## config.mk

```make
export PLATFORM = sky130hd
export DESIGN_NAME = ctrl_stall_scoreboard
export DESIGN_NICKNAME = d
export VERILOG_FILES = /design/src/rtl/ctrl_stall_scoreboard.sv
export SDC_FILE = /design/constraint.sdc
export NUM_CORES = 1
export LEC_CHECK = 0
export ABC_AREA = 1
export CAP_MARGIN = 5
export CORE_MARGIN = 8
export CORE_UTILIZATION = 53
export DETAILED_ROUTE_END_ITERATION = 8
export PLACE_DENSITY = 0.8
export SLEW_MARGIN = 15
export SYNTH_ARGS = -nofsm -noshare
export SYNTH_HDL_FRONTEND = slang
export SYNTH_SLANG_ARGS = --single-unit
```

## constraint.sdc

```tcl
create_clock -name clk -period 3.8 [get_ports clk]
set_input_delay 1.14 -clock clk [delete_from_list [all_inputs] [get_ports clk]]
set_output_delay 1.14 -clock clk [all_outputs]
set_load 0.1 [all_outputs]
```

## src/rtl/ctrl_stall_scoreboard.sv

```systemverilog
// ctrl_stall_scoreboard
//   Pipeline stall controller for the D stage. It keeps a shadow of the
//   writers in flight for DEPTH stages after D (slot0=E, slot1=M, ...) and
//   a busy counter for the mult/div unit. Each D-stage source is compared
//   against the youngest matching writer. When a hazard is found, F/D is
//   frozen and a bubble is inserted into E.
//
//   Optional build macro CTRL_STALL_PERF_CNT_EN adds a 32-bit counter of the
//   cycles in which stall is asserted.
//
// Ports
//   clk, reset      rising-edge clock, asynchronous active-high reset
//   d_valid         D holds a real instruction
//   d_src_addr      NUM_SRC packed 5-bit source register numbers
//   d_src_tuse      NUM_SRC packed TW-bit Tuse values
//   d_dst_addr      destination register of the D instruction
//   d_dst_we        D instruction writes the register file
//   d_tnew          Tnew of the D instruction on entry to E
//   d_is_md         D instruction uses HI/LO/MDU
//   d_md_start      D instruction starts an MDU operation
//   d_md_is_div     the start is a divide
//   flush           kill the D instruction
//   stall           freeze PC and F/D
//   e_bubble        clear D/E this cycle
//   md_busy         MDU busy counter is non-zero
//   stall_cnt       (CTRL_STALL_PERF_CNT_EN only) stall cycle count, wraps

module ctrl_stall_scoreboard #(
    parameter int NUM_SRC     = 2,
    parameter int DEPTH       = 3,
    parameter int TW          = 2,
    parameter int MULT_CYCLES = 5,
    parameter int DIV_CYCLES  = 10
) (
    input  logic                  clk,
    input  logic                  reset,
    input  logic                  d_valid,
    input  logic [NUM_SRC*5-1:0]  d_src_addr,
    input  logic [NUM_SRC*TW-1:0] d_src_tuse,
    input  logic [4:0]            d_dst_addr,
    input  logic                  d_dst_we,
    input  logic [TW-1:0]         d_tnew,
    input  logic                  d_is_md,
    input  logic                  d_md_start,
    input  logic                  d_md_is_div,
    input  logic                  flush,
    output logic                  stall,
    output logic                  e_bubble,
    output logic                  md_busy
`ifdef CTRL_STALL_PERF_CNT_EN
    ,
    output logic [31:0]           stall_cnt
`endif
);

    localparam int MDW = $clog2(DIV_CYCLES + 1);

    logic [DEPTH-1:0][4:0]    slot_addr;
    logic [DEPTH-1:0]         slot_we;
    logic [DEPTH-1:0][TW-1:0] slot_tnew;
    logic [MDW-1:0]           md_cnt;
    logic [NUM_SRC-1:0]       src_hz;
    logic                     accept;

    // Scan from the oldest slot to the youngest so that the youngest match
    // overwrites the verdict of any older one, even when its tnew is zero.
    always_comb begin
        src_hz = '0;
        for (int i = 0; i < NUM_SRC; i++) begin
            for (int k = DEPTH - 1; k >= 0; k--) begin
                if (slot_we[k] && (slot_addr[k] == d_src_addr[5*i +: 5])) begin
                    src_hz[i] = (slot_tnew[k] > d_src_tuse[TW*i +: TW]);
                end
            end
            if (d_src_addr[5*i +: 5] == 5'd0) begin
                src_hz[i] = 1'b0;
            end
        end
    end

    assign md_busy  = (md_cnt != '0);
    assign stall    = d_valid && ((|src_hz) || (d_is_md && md_busy));
    assign e_bubble = stall || flush;
    assign accept   = d_valid && !stall && !flush;

    // Slots past E keep moving during a stall; only the entry into E is
    // replaced by a bubble.
    always_ff @(posedge clk or posedge reset) begin
        if (reset) begin
            slot_addr <= '0;
            slot_we   <= '0;
            slot_tnew <= '0;
        end else begin
            slot_addr[0] <= accept ? d_dst_addr : 5'd0;
            slot_we[0]   <= accept && d_dst_we && (d_dst_addr != 5'd0);
            slot_tnew[0] <= accept ? d_tnew : '0;
            for (int k = 1; k < DEPTH; k++) begin
                slot_addr[k] <= slot_addr[k-1];
                slot_we[k]   <= slot_we[k-1];
                slot_tnew[k] <= (slot_tnew[k-1] != '0) ? slot_tnew[k-1] - TW'(1) : '0;
            end
        end
    end

    // A start that arrives while busy is held off by the stall, so the
    // counter is only reloaded once that start is actually accepted.
    always_ff @(posedge clk or posedge reset) begin
        if (reset) begin
            md_cnt <= '0;
        end else if (accept && d_md_start) begin
            md_cnt <= d_md_is_div ? MDW'(DIV_CYCLES) : MDW'(MULT_CYCLES);
        end else if (md_cnt != '0) begin
            md_cnt <= md_cnt - MDW'(1);
        end
    end

`ifdef CTRL_STALL_PERF_CNT_EN
    always_ff @(posedge clk or posedge reset) begin
        if (reset) begin
            stall_cnt <= 32'd0;
        end else if (stall) begin
            stall_cnt <= stall_cnt + 32'd1;
        end
    end
`endif

endmodule
```

==> metrics.yaml <==
job:
  cap_violations: 0
drt:
  drt_wl_total_um: 4820
  antenna_left: 0
  met2_length_um: 2340
  vias: 1849
  drtPass1Iterations: 4
  drt_iter0_drc: 144
  post-route-drc-count: 0
  wl_per_cell_um: 13.1
  via_per_inst: 5.02
  highest_layer: "met4"
  drt-met1-wl_um: 1980
  routed-wl-met3_um: 373
placed_design:
  placed_cell_area_um2: 2390
  hpwl_um: 3790
  dp.cells: 361
  gp_congestion: 0.891
  numPortBuffers: 31
logic_synthesis:
  synth_ff_type: "dfrtp_1"
  ys_seq_area_frac: 0.371
  synth_most_common_cell: "nand2_1"
  ys_top_cells_by_area: "dfrtp_1 37%, nand2_1 17%, inv_1 9.4%, ha_1 9.3%, nor2_1 6.6%"
  synth_top_family_by_area: "simple AND/OR/NAND/NOR gates"
  synthAdderAreaFrac: 0.0928
  yosys.area_share.simple: 0.325
  syn_area_um2: 1890
  ys_types: 27
  synthMuxAreaShare: 0
  synthCells: 273
  synth.avg_cell_area_um2: 6.91
  synth_top_area_frac: 0.371
  synth_compound_area_frac: 0.0809
  ys_seq_elements: 28
  synth_xor_area_frac: 0.0186
  synth-edff-count: 0
  synthArstFlopShare: 1.00
  yosysWarnings: 0
  synth_nets: 316
  synth_area_leader_cell: "dfrtp_1"
  synthTopCellsByCount: "83 x nand2_1, 47 x inv_1, 33 x nor2_1"
min_path:
  hp-class: "reg2reg"
  hold_start: "slot_we[0]"
cts:
  clk_latency_ns: 0.33
  cts_hold_buffers: 0
  clk_pin_slew_ns: 0.14
  cts_sinks: 28
  cts_buffer_depth: 2
  cts_tree: "done"
  cts_max_level: 1
  clock-root-buffer: "clkbuf_4"
  cts_buffers: 3
run_status:
  outcome: "finished with violations"
  violations: "negative setup slack"
final_layout:
  fin_util: 0.737
  fin_cells: 368
  final_cell_area_um2: 2500
  drive_above_1_share: 0.208
  final_nets: 366
  antenna-diode-count: 0
  area_growth_pct: 32.4
  n_fill_cell: 266
sta:
  timing.hold.ws_ns: 0.430
  finalCriticalPeriod_ns: 3.89
  clock.fmax_mhz: 257
  fin_ws_ns: -0.0921
  rsz0062_at_grt: "yes"
  setup_viol: 1
  final_max_slew_viol_count: 0
  slew_headroom: 0.765
  tightest_slew_ns: 0.352
  final-hold-violation-count: 0
  finalCritPeriodShare: 1.02
  skew_ns: 0.00843
worst_setup_path:
  worstSetupStartpointType: "input port"
  endpoint: "e_bubble"
  regToRegSetupSlack_ns: 1.60
  r2r_end: "md_cnt[2]"
  reg2reg_depth: 16
  arrival_ns: 2.75
  startpoint: "d_src_addr[0]"
  r2r-start: "slot_tnew[4]"
  required_ns: 2.66
  path_max_fanout: 5
  critPathKind: "in2out"
  end_kind: "primary output"
floorplan:
  die-height_um: 75.7
  num_io_pins: 32
  dieArea_um2: 5730
  die_w_um: 75.7
  rows: 21
  core_area_um2: 3390
  start_util: 0.557
pwr:
  swShare: 0.377
  ir_drop_mv: 0.419
  p_int_mw: 0.521
  p_leak_nw: 1.33
  switching_power_mw: 0.316
  clkPwrFrac: 0.177
  pwr-share-seq: 0.432
  power_frac_comb: 0.392
  power-per-cell-area_nw_per_um2: 335
grt:
  grt_pass1_vias: 1793
  grt_antenna_before_repair: 0
  grt-ovfl-total: 0
  grt_pass1_wl_um: 7900
  track_usage: 0.184
  grt_max_degree: 29
==> layout make-up <==
| type | instances | area [um^2] | area share |
|---|---|---|---|
| Inverter | 56 | 215 | 0.0862 |
| Clock buffer | 4 | 36.3 | 0.0145 |
| Timing Repair Buffer | 45 | 414 | 0.166 |
| Multi-Input combinational cell | 189 | 1070 | 0.430 |
| Sequential cell | 28 | 701 | 0.281 |
| Tap cell | 46 | 57.6 | 0.0230 |
==> through the flow <==
stage | power, mW | TNS [ns] | setup slack (ns)
after floorplan | 0.574 | -0.388 | -0.388
final | 0.837 | -0.0921 | -0.0921
after detailed placement | 0.678 | -1.04 | -0.593
after global placement | 0.666 | -0.960 | -0.554
after global routing | 0.897 | -0.217 | -0.173
after CTS | 0.824 | -0.0679 | -0.0679
==> worst max-delay path, stage by stage <==
cell and delay [ns]:
dlygate4sd2_1 0.26, inv_2 0.11, nor2_1 0.06, nor3_1 0.28
nand3_1 0.14, nand3_2 0.10, a21boi_2 0.07, nor2_4 0.14
nor2_4 0.05, or2_4 0.24, buf_12 0.17
==> power by group through the flow <==
stage / Combinational [mW] / Sequential (mW) / Clock, mW
2_1_floorplan: 0.216 / 0.359 / 0
3_3_place_gp: 0.301 / 0.365 / 0
3_5_place_dp: 0.313 / 0.365 / 0
4_1_cts: 0.315 / 0.360 / 0.149
5_1_grt: 0.365 / 0.366 / 0.167
6_report: 0.328 / 0.361 / 0.148
==> layer usage <==
metal,global-route usage,vias to the layer above
met1,0.226,827
met3,0.0289,10
met2,0.309,79
li1,-,933
met5,0,-
met4,0.0832,0
==> how the worst min path moves through the flow <==
stage / to / slack (ns) / cells after the start
floorplan: slot_we[1] / 0.37 / 0
global placement: slot_we[1] / 0.39 / 0
detailed placement: slot_we[1] / 0.39 / 0
CTS: slot_we[1] / 0.43 / 0
global route: slot_we[1] / 0.44 / 0
finish: slot_we[1] / 0.43 / 0
==> placed cells by master, fill, tap and decap left out, types with 2 or more instances in the layout <==
cell type        netlist  layout
buf_12                 0       2
inv_4                  0       2
xor2_1                 2       2
nand4_1                3       3
ha_1                  14       9
nand3_2                1       2
nor2_4                 1       2
a21boi_2               1       2
xnor2_1                2       2
nor3_1                 4       4
nand2_1               83      81
dlygate4sd2_1          0       7
o21ai_1                0       3
buf_6                  0       2
nor2_2                 3       3
buf_2                  0       2
nand3_1               11      10
a21oi_2                1       4
inv_2                  9      11
clkbuf_4               0       3
buf_4                  0      15
a21oi_1               11       8
nand2_2                3       5
clkdlybuf4s50_1        0      14
o21ai_0                8       5
inv_1                 47      43
clkdlybuf4s15_2        0       2
nor2_1                33      32
ha_4                   0       5
dfrtp_1               28      28
==> kinds of logic after synthesis <==
family                     count (synthesis)
DFF                                       28
adders and majority gates                 14
buffers and inverters                     56
AOI/OAI and AO/OA                         26
xor gates and xnor gates                   4
and+or+nand+nor                          145
==> repair_timing <==
action / 4_1_cts / 5_1_grt
resized for setup: 50 / 3
buffers inserted: 3 / 0
setup endpoints to repair: 2 / 2
pin swaps: 26 / 8
==> state kept, by name, summed over array words and instances, names as in the netlist <==
register   flops
slot_addr     15
slot_tnew      6
md_cnt         4
slot_we        3
No activity file was read; power rests on OpenSTA's default activity.
